## config.mk

```make
export PLATFORM = sky130hd
export DESIGN_NAME = branch_unit
export DESIGN_NICKNAME = d
export VERILOG_FILES = /design/src/rtl/expipe_pkg.sv /design/src/rtl/len5_pkg.sv /design/src/rtl/branch_resolver.sv /design/src/rtl/branch_unit.sv
export SDC_FILE = /design/constraint.sdc
export NUM_CORES = 1
export LEC_CHECK = 0
export ABC_AREA = 1
export BUFFER_PORTS_ARGS = -buffer_cell sky130_fd_sc_hd__buf_2
export CORE_ASPECT_RATIO = 0.6
export CORE_MARGIN = 3
export CORE_UTILIZATION = 25
export CTS_BUF_LIST = sky130_fd_sc_hd__clkbuf_8 sky130_fd_sc_hd__clkbuf_16
export DETAILED_ROUTE_END_ITERATION = 12
export PLACE_DENSITY_LB_ADDON = 0.12
export SYNTH_ARGS = -nofsm -noshare
export SYNTH_HDL_FRONTEND = slang
export SYNTH_SLANG_ARGS = --single-unit
```

## constraint.sdc

```tcl
create_clock -name clk_i -period 2.7 [get_ports clk_i]
set_clock_uncertainty 0.1 [all_clocks]
set_input_delay 0.135 -clock clk_i [delete_from_list [all_inputs] [get_ports clk_i]]
set_output_delay 0.135 -clock clk_i [all_outputs]
set_load 0.02 [all_outputs]
```

## src/rtl/expipe_pkg.sv

```systemverilog
// Execution-pipeline types shared between reservation stations, units and the ROB.
package expipe_pkg;

  localparam int ROB_IDX_W = 4;

  typedef logic [ROB_IDX_W-1:0] rob_idx_t;

  typedef enum logic [2:0] {
    BEQ  = 3'd0,
    BNE  = 3'd1,
    BLT  = 3'd2,
    BGE  = 3'd3,
    BLTU = 3'd4,
    BGEU = 3'd5,
    JAL  = 3'd6,
    JALR = 3'd7
  } branch_ctl_t;

endpackage

```

## src/rtl/len5_pkg.sv

```systemverilog
// Core-wide architectural parameters shared by every pipeline block.
package len5_pkg;

  localparam int XLEN = 64;

endpackage

```

## src/rtl/branch_resolver.sv

```systemverilog
// Purely combinational branch evaluation: direction, target, link value,
// misprediction and misaligned-target detection for one instruction.
module branch_resolver
  import len5_pkg::*;
  import expipe_pkg::*;
(
  input  branch_ctl_t     branch_type_i,
  input  logic [XLEN-1:0] rs1_i,
  input  logic [XLEN-1:0] rs2_i,
  input  logic [XLEN-1:0] imm_i,
  input  logic [XLEN-1:0] pc_i,
  input  logic [XLEN-1:0] pred_target_i,
  input  logic            pred_taken_i,
  output logic            taken_o,
  output logic [XLEN-1:0] target_o,
  output logic [XLEN-1:0] link_o,
  output logic            mis_o,
  output logic            except_o
);

  logic signed [XLEN-1:0] rs1_s;
  logic signed [XLEN-1:0] rs2_s;
  logic        [XLEN-1:0] jalr_sum;
  logic        [XLEN-1:0] pc_plus4;
  logic                   is_jump;

  assign rs1_s    = rs1_i;
  assign rs2_s    = rs2_i;
  assign jalr_sum = rs1_i + imm_i;
  assign pc_plus4 = pc_i + XLEN'(4);
  assign is_jump  = (branch_type_i == JAL) || (branch_type_i == JALR);

  // Direction from the comparison selected by the branch type
  always_comb begin
    taken_o = 1'b0;
    unique case (branch_type_i)
      BEQ:     taken_o = (rs1_i == rs2_i);
      BNE:     taken_o = (rs1_i != rs2_i);
      BLT:     taken_o = (rs1_s <  rs2_s);
      BGE:     taken_o = (rs1_s >= rs2_s);
      BLTU:    taken_o = (rs1_i <  rs2_i);
      BGEU:    taken_o = (rs1_i >= rs2_i);
      default: taken_o = 1'b1;
    endcase
  end

  // Target, link/next-PC, misprediction and alignment fault
  always_comb begin
    target_o = (branch_type_i == JALR) ? {jalr_sum[XLEN-1:1], 1'b0} : (pc_i + imm_i);
    link_o   = (is_jump || !taken_o) ? pc_plus4 : target_o;
    mis_o    = (taken_o != pred_taken_i) || (taken_o && (target_o != pred_target_i));
`ifdef LEN5_C_EN
    except_o = 1'b0;
`else
    except_o = taken_o && (target_o[1:0] != 2'b00);
`endif
  end

endmodule

```

## src/rtl/branch_unit.sv

```systemverilog
// Branch unit: resolves one branch/jump per cycle, queues results in a small
// in-order buffer toward the ROB and strobes a predictor update one cycle later.
module branch_unit
  import len5_pkg::*;
  import expipe_pkg::*;
#(
  parameter int BUF_DEPTH = 2
) (
  input  logic            clk_i,
  input  logic            rst_ni,
  input  logic            flush_i,
  input  logic            rs_valid_i,
  output logic            rs_ready_o,
  input  branch_ctl_t     rs_branch_type_i,
  input  rob_idx_t        rs_rob_idx_i,
  input  logic [XLEN-1:0] rs_rs1_i,
  input  logic [XLEN-1:0] rs_rs2_i,
  input  logic [XLEN-1:0] rs_imm_i,
  input  logic [XLEN-1:0] rs_curr_pc_i,
  input  logic [XLEN-1:0] rs_pred_target_i,
  input  logic            rs_pred_taken_i,
  output logic            rs_valid_o,
  input  logic            rs_ready_i,
  output rob_idx_t        rs_rob_idx_o,
  output logic            rs_res_mis_o,
  output logic [XLEN-1:0] rs_link_addr_o,
`ifndef LEN5_C_EN
  output logic            rs_except_raised_o,
`endif
  output logic            bpu_valid_o,
  output logic [XLEN-1:0] bpu_pc_o,
  output logic [XLEN-1:0] bpu_target_o,
  output logic            bpu_taken_o,
  output logic            bpu_res_mis_o
);

  localparam int PTR_W = (BUF_DEPTH > 1) ? $clog2(BUF_DEPTH) : 1;
  localparam int CNT_W = PTR_W + 1;

  typedef struct packed {
    rob_idx_t        rob_idx;
    logic            mis;
    logic [XLEN-1:0] link;
    logic            except;
  } entry_t;

  logic            res_taken;
  logic [XLEN-1:0] res_target;
  logic [XLEN-1:0] res_link;
  logic            res_mis;
  logic            res_except;

  entry_t          buf_q [BUF_DEPTH];
  logic [PTR_W-1:0] head_q;
  logic [PTR_W-1:0] tail_q;
  logic [CNT_W-1:0] count_q;
  logic            push;
  logic            pop;
  entry_t          head_entry;

  logic            bpu_valid_p1;
  logic [XLEN-1:0] bpu_pc_p1;
  logic [XLEN-1:0] bpu_target_p1;
  logic            bpu_taken_p1;
  logic            bpu_mis_p1;

  branch_resolver u_resolver (
    .branch_type_i (rs_branch_type_i),
    .rs1_i         (rs_rs1_i),
    .rs2_i         (rs_rs2_i),
    .imm_i         (rs_imm_i),
    .pc_i          (rs_curr_pc_i),
    .pred_target_i (rs_pred_target_i),
    .pred_taken_i  (rs_pred_taken_i),
    .taken_o       (res_taken),
    .target_o      (res_target),
    .link_o        (res_link),
    .mis_o         (res_mis),
    .except_o      (res_except)
  );

  // No pass-through: a full buffer refuses even when the head pops this cycle
  assign rs_ready_o = (count_q < CNT_W'(BUF_DEPTH));
  assign rs_valid_o = (count_q != '0);
  assign push       = rs_valid_i && rs_ready_o && !flush_i;
  assign pop        = rs_valid_o && rs_ready_i && !flush_i;
  assign head_entry = buf_q[head_q];

  // ---- stage p0 -> p1: result buffer (in-order FIFO toward the ROB)
  always_ff @(posedge clk_i or negedge rst_ni) begin
    if (!rst_ni) begin
      head_q  <= '0;
      tail_q  <= '0;
      count_q <= '0;
      for (int i = 0; i < BUF_DEPTH; i++) buf_q[i] <= '0;
    end else if (flush_i) begin
      head_q  <= '0;
      tail_q  <= '0;
      count_q <= '0;
    end else begin
      if (push) begin
        buf_q[tail_q] <= '{rob_idx: rs_rob_idx_i, mis: res_mis, link: res_link, except: res_except};
        tail_q        <= tail_q + PTR_W'(1);
      end
      if (pop) head_q <= head_q + PTR_W'(1);
      unique case ({push, pop})
        2'b10:   count_q <= count_q + CNT_W'(1);
        2'b01:   count_q <= count_q - CNT_W'(1);
        default: count_q <= count_q;
      endcase
    end
  end

  // ---- stage p0 -> p1: predictor update strobe, one cycle after acceptance
  always_ff @(posedge clk_i or negedge rst_ni) begin
    if (!rst_ni) begin
      bpu_valid_p1  <= 1'b0;
      bpu_pc_p1     <= '0;
      bpu_target_p1 <= '0;
      bpu_taken_p1  <= 1'b0;
      bpu_mis_p1    <= 1'b0;
    end else begin
      bpu_valid_p1 <= push;
      if (push) begin
        bpu_pc_p1     <= rs_curr_pc_i;
        bpu_target_p1 <= res_target;
        bpu_taken_p1  <= res_taken;
        bpu_mis_p1    <= res_mis;
      end
    end
  end

  assign rs_rob_idx_o       = head_entry.rob_idx;
  assign rs_res_mis_o       = head_entry.mis;
  assign rs_link_addr_o     = head_entry.link;
`ifndef LEN5_C_EN
  assign rs_except_raised_o = head_entry.except;
`endif
  assign bpu_valid_o        = bpu_valid_p1;
  assign bpu_pc_o           = bpu_pc_p1;
  assign bpu_target_o       = bpu_target_p1;
  assign bpu_taken_o        = bpu_taken_p1;
  assign bpu_res_mis_o      = bpu_mis_p1;

endmodule

```

# Yosys cells after proc, flatten, opt, wreduce, memory -nomap -nowiden
# Index checks and enable logic that the tools add are counted.
[op_classes]
n_addsub = 7
magnitude_cmp = 8
eq_ne = 13
muxes = 15
bitwise_logic = 3
n_reduce_logical = 19
[op_table]
columns = ["operator", "n"]
rows = [
  ["70-bit two-way mux", 4],
  ["140-bit bitwise mux", 1],
  ["64-bit adder", 2],
  ["64-bit >= comparator", 2],
  ["64-bit < comparator", 2],
  ["64-bit two-way mux", 2],
  ["64-bit inequality test", 2],
  ["70-bit demux with 1-bit select", 1],
  ["64-bit by 3-bit adder with 64-bit output (second input constant)", 1],
  ["64-bit == test", 1],
  ["3-bit == test (second input constant)", 4],
  ["2-bit nonzero test", 4],
  ["1-bit logical AND", 7],
  ["3-bit by 2-bit == test with 1-bit output (second input constant)", 2],
  ["1-bit one-hot mux with 6 select lines", 1],
  ["2-bit >= comparator (second input constant)", 2],
  ["1-bit two-way mux", 4],
  ["1-bit inverter with 2-bit output", 2],
  ["2-bit one-hot mux with 2 select lines", 1],
  ["3-bit by 1-bit == test with 1-bit output (second input constant)", 1],
  ["3-bit zero test", 1],
  ["1-bit logical OR", 3],
  ["3-bit nonzero test", 1],
  ["1-bit adder (second input constant)", 2],
  ["other kinds (11)", 12],
]
[totals]
register_bits = 275
in_bits = 333
out_inout_bits = 203
word_cells = 81

# Depth between registers and ports, before layout
# Gate-level depths: netlist of run 1.
[depth]
ltp_word = 6
ltp_mapped = 27
depth_no_buf = 27

# By module
# A second synthesis of run 1 with hierarchy kept.
[hier_totals]
hier_cells = 5104
hier_area_um2 = 28601.2
[modules_own_cells]
columns = ["mod", "instances", "cells_per_inst", "area_per_inst_um2", "seq_area_each_um2"]
rows = [
  ["branch_resolver", 1, 3770, 17504.3, 0.0],
  ["branch_unit", 1, 1334, 11096.9, 6881.6],
]

# Worst setup path before layout of run 1
# No wires, ideal clock.
[synth_timing]
kind = "in2reg"
start = "input port rs_imm_i[0]"
end = "register buf_q[65] (netlist bit)"
setup_ns = 0.118
arrival_ns = 2.318
required_ns = 2.482
setup_slack_ns = 0.164
stages = 23
path_buffers = 0
cell_sequence = "ha_1 > inv_1 > fa_1 > inv_1 > nand3_1 > nand2_1 > nand3_1 > nand3_1 > nand2_1 > nand2_1 > nand2_1 > nand3_1 > nand3_1 > nand2_1 > nand2_1 > nand2_1 > nand2_1 > nor2_1 > nand2_1 > nor2_1 > nand3_1 > nand3_1 > nand2_1"
[synth_via]
elab_chain_cells = 6
word_cells_on_any_way = 7
cone_classes = "add/sub: 2; eq/ne: 1; mux: 2; reduce/logical: 2"
[synth_rtl]
columns = ["item", "line", "rtl"]
rows = [
  ["start, declared", "branch_unit.sv:18", "input logic [XLEN-1:0] rs_imm_i,"],
  ["64-bit adder, on equally long branches", "branch_resolver.sv:49, branch_resolver.sv:29", ""],
  ["64-bit two-way mux *", "branch_resolver.sv:49", "target_o = (branch_type_i == JALR) ? {jalr_sum[XLEN-1:1], 1'b0} : (pc_i + imm_i);"],
  ["64-bit inequality test *", "branch_resolver.sv:51", "mis_o = (taken_o != pred_taken_i) || (taken_o && (target_o != pred_target_i));"],
  ["1-bit logical AND *", "branch_resolver.sv:51", ""],
  ["1-bit logical OR *", "branch_resolver.sv:51", ""],
  ["140-bit bitwise mux *", "branch_unit.sv:102", "buf_q[tail_q] <= '{rob_idx: rs_rob_idx_i, mis: res_mis, link: res_link, except: res_except};"],
  ["end signal, assigned by index", "branch_unit.sv:102", ""],
  ["end, declared", "branch_unit.sv:53", "entry_t buf_q [BUF_DEPTH];"],
]
# Every way passes the cells marked *; elsewhere a longest branch is shown, timed or not.
# A chain may end at the register's enable or synchronous reset.

# Worst setup path after layout of run 1
[layout_timing]
start = "input port rs_curr_pc_i[15]"
end = "register buf_q[128] (netlist bit)"
[layout_via]
elab_chain_cells = 4
word_cells_on_any_way = 5
cone_classes = "add/sub: 2; mux: 3"
[layout_rtl]
columns = ["item", "line", "rtl"]
rows = [
  ["start, declared", "branch_unit.sv:19", "input logic [XLEN-1:0] rs_curr_pc_i,"],
  ["64-bit adder", "branch_resolver.sv:49", ""],
  ["64-bit two-way mux", "branch_resolver.sv:49", ""],
  ["64-bit two-way mux *", "branch_resolver.sv:50", "link_o = (is_jump || !taken_o) ? pc_plus4 : target_o;"],
  ["140-bit bitwise mux *", "branch_unit.sv:102", ""],
]
# Marked as above.

==> impl_metrics.json, run 1 <==
{
  "status": "finished clean",
  "synth_common_cells": "2003 x nand2_1, 901 x inv_1, 365 x nor2_1",
  "yosys-top-cells-area": "nand2_1 26%, dfrtp_1 24%, inv_1 12%, ha_1 8.3%, nand3_1 6.3%",
  "maxCapViolCount": 0,
  "viasPerCell": 4.52,
  "fillers": 12500,
  "rows": 95,
  "globalRouteTotalUtil_pct": 25.4,
  "synthFlopType": "dfrtp_1",
  "start_util_pct": 25.4,
  "wl_per_cell_um": 19.7,
  "crit_family": "simple AND/OR/NAND/NOR gates",
  "final_layout_size_suffix_gt1_share_pct": 31.6,
  "critPathSlowestCell": "dlygate4sd3_1",
  "synth-seq-area-share_pct": 24.1,
  "synth_cell_types": 50,
  "cts_buffers": 25,
  "drtIter0Drc": 2737,
  "route.antenna.remaining_nets": 0,
  "die_y_um": 268,
  "syn_inst": 4986,
  "required_ns": 3.03,
  "tightest_slew_ns": 0.704,
  "cts_tree": "done",
  "h-tree-depth": 1,
  "clockBufferDepth": 3,
  "fin_crit_sh_pct": 98.6,
  "final.min_clock_period_ns": 2.66,
  "synth_warnings": 0,
  "gp_congestion": 0.966,
  "dp_hpwl_um": 135000,
  "peakVddDrop_mv": 0.529,
  "grt_max_degree": 125,
  "total_leakage_power_nw": 25.0,
  "ys_seq_elements": 275,
  "yosysMostFrequentCell": "nand2_1",
  "coreArea_um2": 113000,
  "portBuffers": 535,
  "drt_first_pass_iters": 5,
  "slew_viol_final": 0,
  "start_kind": "input pin",
  "crit_chain": "buf_2, dlygate4sd3_1, buf_4, nand2_1, nor2_1, nand3_1, nor2_1, nand3_1, nor4_1, xor2_1, buf_4, o21ai_1, o21ai_0",
  "rsz0062_at_grt": "true",
  "synthToLayoutAreaGrowth_pct": 53.7,
  "clkLatencyLatePin_ns": 0.56,
  "nets": 6959,
  "die_w_um": 443,
  "crit_buf_inv": 4,
  "slew_headroom_pct": 53.1,
  "antenna_found_initial": 25,
  "crit_type": "in -> reg",
  "place_area_um2": 40000,
  "cts-root-buf": "clkbuf_16",
  "setup_violations": 0,
  "clk_pin_slew_ns": 0.08,
  "slowest_delay_ns": 0.58,
  "fmax_mhz": 376,
  "syn_avg_cell_area_um2": 5.73,
  "top_level_ports": 536,
  "postLayoutCellArea_um2": 44000,
  "clock-sinks": 275,
  "wirelength_um": 157000,
  "synth_top_area_share_pct": 26.3,
  "multi_input_area_um2": 20100,
  "ff_latch_area_um2": 6890,
  "grt_overflow": 0,
  "async_reset_ff_share_pct": 100,
  "synth-edff-count": 0,
  "synth_top_cell_by_area": "nand2_1",
  "fin_util_pct": 39.0,
  "hold_class": "in -> reg",
  "grt_first_pass_wirelength_um": 222000,
  "grt_pass1_vias": 33500,
  "synth_nets": 5511,
  "p_per_area_nw_per_um2": 565,
  "endpoint_kind": "register",
  "syn_area_um2": 28600,
  "die-area_um2": 119000,
  "cp.arrival_ns": 2.99,
  "cp_max_fo": 4,
  "vias": 36000,
  "final-hold-violation-count": 0,
  "route.detailed.drc": 0
}
-- tightest hold or removal path, cell delays in order --
cell	delay (ns)
buf_2	0.13
buf_4	0.12
inv_1	0.08
o21ai_0	0.17
-- cell usage in the layout, fill, tap and decap left out, drive strengths merged --
cell type,Yosys,layout
a21oi,154,154
bufbuf,0,1
nor4,16,16
a21boi,2,2
diode,0,12
o21a,2,2
nand4,47,47
nand2,2007,2007
dlymetal6s4s,0,1
a21o,6,6
bufinv,0,2
clkinv,1,4
nand2b,1,1
fa,2,2
dfrtp,275,275
clkinvlp,0,1
dlygate4sd3,0,38
nor4b,1,1
xnor2,9,9
nand3,370,370
or2,5,5
nor3,54,54
nand3b,40,40
o22ai,1,1
nor3b,2,2
o21bai,13,13
buf,28,1474
nor2,375,375
and2,4,4
xor2,49,49
o21ai,317,317
a31oi,35,35
inv,907,912
o211ai,2,2
clkbuf,71,39
ha,190,190
-- report_power, final --
group | internal, W | total (W) | switching (W)
Sequential | 0.00595 | 0.00699 | 0.00103
Combinational | 0.00520 | 0.0140 | 0.00876
Clock | 0.00213 | 0.00389 | 0.00176
Total | 0.0133 | 0.0248 | 0.0116
-- per-stage QoR --
step | worst slack [ns] | hold WS, ns | power [W] | setup TNS (ns) | cells
4_1_cts | 0.0111 | 0.000536 | 0.0246 | 0 | 7930
6_report | 0.0383 | 0.0151 | 0.0248 | 0 | 7966
3_5_place_dp | -1.14 | 0.0938 | 0.0203 | -98.31 | 7840
3_3_place_gp | -1.13 | 0.0962 | 0.0202 | -90.29 | 7840
2_1_floorplan | 0.164 | -0.261 | 0.0138 | 0 | 4986
5_1_grt | -0.0858 | 0.0133 | 0.0267 | -0.587 | 7959
-- cell families after synthesis --
| family | count (synthesis) | synth area share (%) |
|---|---|---|
| AO/OA/AOI/OAI | 532 | 10.1 |
| buffers and inverters | 1007 | 13.5 |
| adder cells (fa/ha/maj) | 192 | 8.45 |
| XOR/XNOR | 58 | 1.78 |
| AND/OR/NAND/NOR | 2922 | 42.2 |
| flip-flops | 275 | 24.1 |
-- worst paths after layout --
kind | startpoint | endpoint | slack, ns | cells past startpoint
setup / recovery | rs_curr_pc_i[15] | buf_q[128]$_DFFE_PN0P_ | 0.04 | 13
hold / removal | rs_curr_pc_i[37] | bpu_pc_o[37]$_DFFE_PN0P_ | 0.02 | 4
setup reg to reg | count_q[1]$_DFFE_PN0P_ | buf_q[128]$_DFFE_PN0P_ | 0.49 | 8
hold reg to reg | bpu_pc_o[63]$_DFFE_PN0P_ | bpu_pc_o[63]$_DFFE_PN0P_ | 0.37 | 2
max in group asynchronous | rst_ni | bpu_target_o[47]$_DFFE_PN0P_ | 1.66 | 3
min in group asynchronous | rst_ni | bpu_target_o[34]$_DFFE_PN0P_ | 0.09 | 2
-- sequential cells by signal, summed over array words and instances, names as in the netlist --
signal / cells
bpu_pc_o: 64
bpu_res_mis_o: 1
tail_q: 1
bpu_valid_o: 1
bpu_taken_o: 1
bpu_target_o: 64
buf_q: 140
count_q: 2
head_q: 1
-- per-layer routing --
metal,global-route usage (%),routed length [µm]
met3,3.87,10300
met5,0,110
met4,5.19,3430
met1,37.5,77200
met2,38.9,66200
-- layout make-up --
class	count	area share (%)
well taps	1503	4.28
flip-flops and latches	275	15.7
repair buffers	1520	24.4
inverters	908	7.78
clock buffers	33	1.67
multi-input cells	3704	45.8
clock inverters	11	0.288
diodes	12	0.0683
-- what timing repair did --
item,CTS,global route
resized for setup,193,370
pin swaps,33,82
endpoints found under the setup margin,123,131
hold endpoints to repair,224,0
buffers inserted,7,19
hold buffers,39,0
cloned,1,6
Power figures use the tool's default switching activity.
==> run 2, diff against run 1 <==
--- a/config.mk
+++ b/config.mk
@@ -5,7 +5,6 @@
 export SDC_FILE = /design/constraint.sdc
 export NUM_CORES = 1
 export LEC_CHECK = 0
-export ABC_AREA = 1
 export BUFFER_PORTS_ARGS = -buffer_cell sky130_fd_sc_hd__buf_2
 export CORE_ASPECT_RATIO = 0.6
 export CORE_MARGIN = 3
==> impl_metrics.json, run 2 <==
{
  "synth_nets": 3941,
  "synth-adder-area-share_pct": 9.29,
  "gp_congestion": 0.975,
  "clkLatencyLatePin_ns": 0.59,
  "fillers": 10400,
  "total_leakage_power_nw": 21.2,
  "cp.arrival_ns": 3.92,
  "r2r_slack_ns": 0.60,
  "grt_max_degree": 189,
  "synth_top_cell_by_area": "dfrtp_1",
  "wl_per_cell_um": 22.9,
  "synth-compound-area-share_pct": 23.1,
  "cts_buffers": 30,
  "yosys.area_share.simple_pct": 23.4,
  "route.detailed.drc": 0,
  "status": "finished with violations",
  "clk_pin_slew_ns": 0.07,
  "violations": "setup timing",
  "antenna_found_initial": 21,
  "fmax_mhz": 283,
  "fin_crit_sh_pct": 131,
  "largest_reg_flops": 140,
  "wirelength_um": 148000,
  "async_reset_ff_share_pct": 100,
  "synth_top_area_share_pct": 26.5,
  "final_layout_size_suffix_gt1_share_pct": 47.5,
  "portBuffers": 535,
  "layout_commonest_cell": "buf_4",
  "final.min_clock_period_ns": 3.54,
  "r2r_start": "count_q[1]$_DFFE_PN0P_",
  "synth_top_family_by_area": "simple AND/OR/NAND/NOR gates",
  "synth-seq-area-share_pct": 26.5,
  "setup_violations": 150,
  "dp_slack_ns": -2.24,
  "startpoint": "rs_rs1_i[1]",
  "clockBufferDepth": 3,
  "regToRegEndpoint": "buf_q[90]$_DFFE_PN0P_",
  "coreArea_um2": 102000,
  "slew_viol_final": 0,
  "start_kind": "input pin",
  "cts-root-buf": "clkbuf_16",
  "synth_warnings": 0,
  "tns_ns": -71.61,
  "rows": 90,
  "postLayoutCellArea_um2": 45200,
  "tightest_slew_ns": 0.924,
  "route.antenna.remaining_nets": 0,
  "endpoint_kind": "register",
  "required_ns": 3.08,
  "die_w_um": 422,
  "grt_pass1_vias": 31100,
  "final_cell_mix": "1100 x buf_4, 618 x nand2_1, 516 x buf_2, 274 x dfrtp_1, 192 x nor2_1",
  "setup_slack_ns": -0.839,
  "maxCapViolCount": 0,
  "synthMuxAreaShare_pct": 5.31,
  "synth_cell_types": 101,
  "syn_area_um2": 26000,
  "ys_seq_elements": 275,
  "drtIter0Drc": 2513,
  "synth-edff-count": 0,
  "top_level_ports": 536,
  "rsz0062_at_grt": "true",
  "grt_first_pass_wirelength_um": 213000,
  "h-tree-depth": 1,
  "die_y_um": 256,
  "die-area_um2": 108000,
  "syn_avg_cell_area_um2": 7.62,
  "yosys-top-cells-area": "dfrtp_1 26%, ha_1 9.1%, nand2_1 9.1%, a21oi_1 5.5%, xnor2_1 4.0%",
  "crit_type": "in -> reg",
  "final-hold-violation-count": 0,
  "synthToLayoutAreaGrowth_pct": 73.9,
  "top_register": "buf_q",
  "grt_overflow": 0,
  "drt_first_pass_iters": 5,
  "peakVddDrop_mv": 0.440,
  "cts_tree": "done",
  "nets": 5591,
  "vias": 32000,
  "syn_inst": 3416,
  "start_util_pct": 25.6,
  "hold_class": "in -> async",
  "synthFlopType": "dfrtp_1",
  "dp_hpwl_um": 122000,
  "holdWs_ns": 0.0182,
  "viasPerCell": 4.95,
  "reg2reg_depth": 5,
  "synthXorXnorAreaFrac_pct": 7.79,
  "globalRouteTotalUtil_pct": 26.2,
  "clock-sinks": 275,
  "p_per_area_nw_per_um2": 501,
  "slew_headroom_pct": 38.4,
  "synth_common_cells": "631 x nand2_1, 285 x a21oi_1, 275 x dfrtp_1",
  "yosysMostFrequentCell": "nand2_1",
  "cp_max_fo": 3,
  "finalPower_w": 0.0227,
  "place_area_um2": 39100
}
run 2: cell count changes after synthesis, moves of 65 or more:
| cell | delta |
|---|---|
| inv_1 | -796 |
| clkbuf_1 | +85 |
| nand3_1 | -287 |
| o21ai_1 | +109 |
| nor2_1 | -103 |
| xnor2_1 | +109 |
| a21oi_1 | +131 |
| nand2_1 | -1372 |
| o21ai_0 | -65 |
| mux2_2 | +88 |
run 2: routing by layer:
metal | GRT usage [%] | wire [µm] | vias to the layer above
li1 | - | - | 15600
met1 | 37.7 | 69600 | 15300
met2 | 41.9 | 66700 | 961
met3 | 3.88 | 9070 | 127
met4 | 4.51 | 2700 | 12
met5 | 0 | 84 | -
run 2: cells by family after synthesis:
logic type               count (synthesis)
multiplexers                           127
AND/OR/NAND/NOR                       1329
adder cells (fa/ha/maj)                192
flip-flops                             275
AO/OA/AOI/OAI                          970
buffers and inverters                  306
XOR/XNOR                               217
run 2: timing repair:
item                                   CTS  global route
buffers inserted                        44            45
resized for setup                      387           352
cloned                                  12             1
setup endpoints to repair              172           168
endpoints found under the hold margin  369             0
hold buffers                            75             0
pin swaps                              111           138
run 2: final cells by class:
cell class | count | area (µm²) | share of cell area, %
Antenna cell | 11 | 27.5 | 0.0608
Clock buffer | 39 | 886 | 1.96
Clock inverter | 16 | 83.8 | 0.185
Inverter | 106 | 435 | 0.962
Multi-Input combinational cell | 2836 | 21700 | 48.0
Sequential cell | 275 | 6890 | 15.2
Tap cell | 1380 | 1730 | 3.82
Timing Repair Buffer | 1817 | 13500 | 29.8
run 2: worst max path at each step:
stage | cells past startpoint | slack (ns) | to
finish | 19 | -0.84 | buf_q[65]$_DFFE_PN0P_
detailed placement | 16 | -2.24 | buf_q[135]$_DFFE_PN0P_
global route | 17 | -0.92 | bpu_res_mis_o$_DFFE_PN0P_
global placement | 16 | -2.29 | buf_q[65]$_DFFE_PN0P_
CTS | 18 | -0.90 | bpu_res_mis_o$_DFFE_PN0P_
floorplan | 15 | -0.79 | bpu_res_mis_o$_DFFE_PN0P_
run 2: power by group:
part           leakage, nW  internal, W  switching (W)
sequential            3.42      0.00515       0.000561
combinational         17.2      0.00580        0.00702
clock                0.505      0.00229        0.00185
total                 21.2       0.0132        0.00943
run 2: metrics by stage:
step	utilization, %	instances
3_5_place_dp	38.4	6259
3_3_place_gp	38.4	6259
6_report	44.4	6480
5_1_grt	44.4	6474
2_1_floorplan	-	3416
4_1_cts	42.6	6442
run 2: worst max-delay path: stages:
cell,delay (ns)
buf_8,0.09
inv_8,0.03
fa_2,0.38
and2b_2,0.28
o21bai_4,0.08
a211oi_4,0.38
a31oi_4,0.17
buf_6,0.16
a2111oi_4,0.32
buf_4,0.21
nor3b_4,0.07
buf_6,0.14
nor3b_4,0.16
nor4_4,0.28
nand4_1,0.24
nor4_4,0.34
nand4_1,0.16
nor2_2,0.19
a21oi_1,0.09
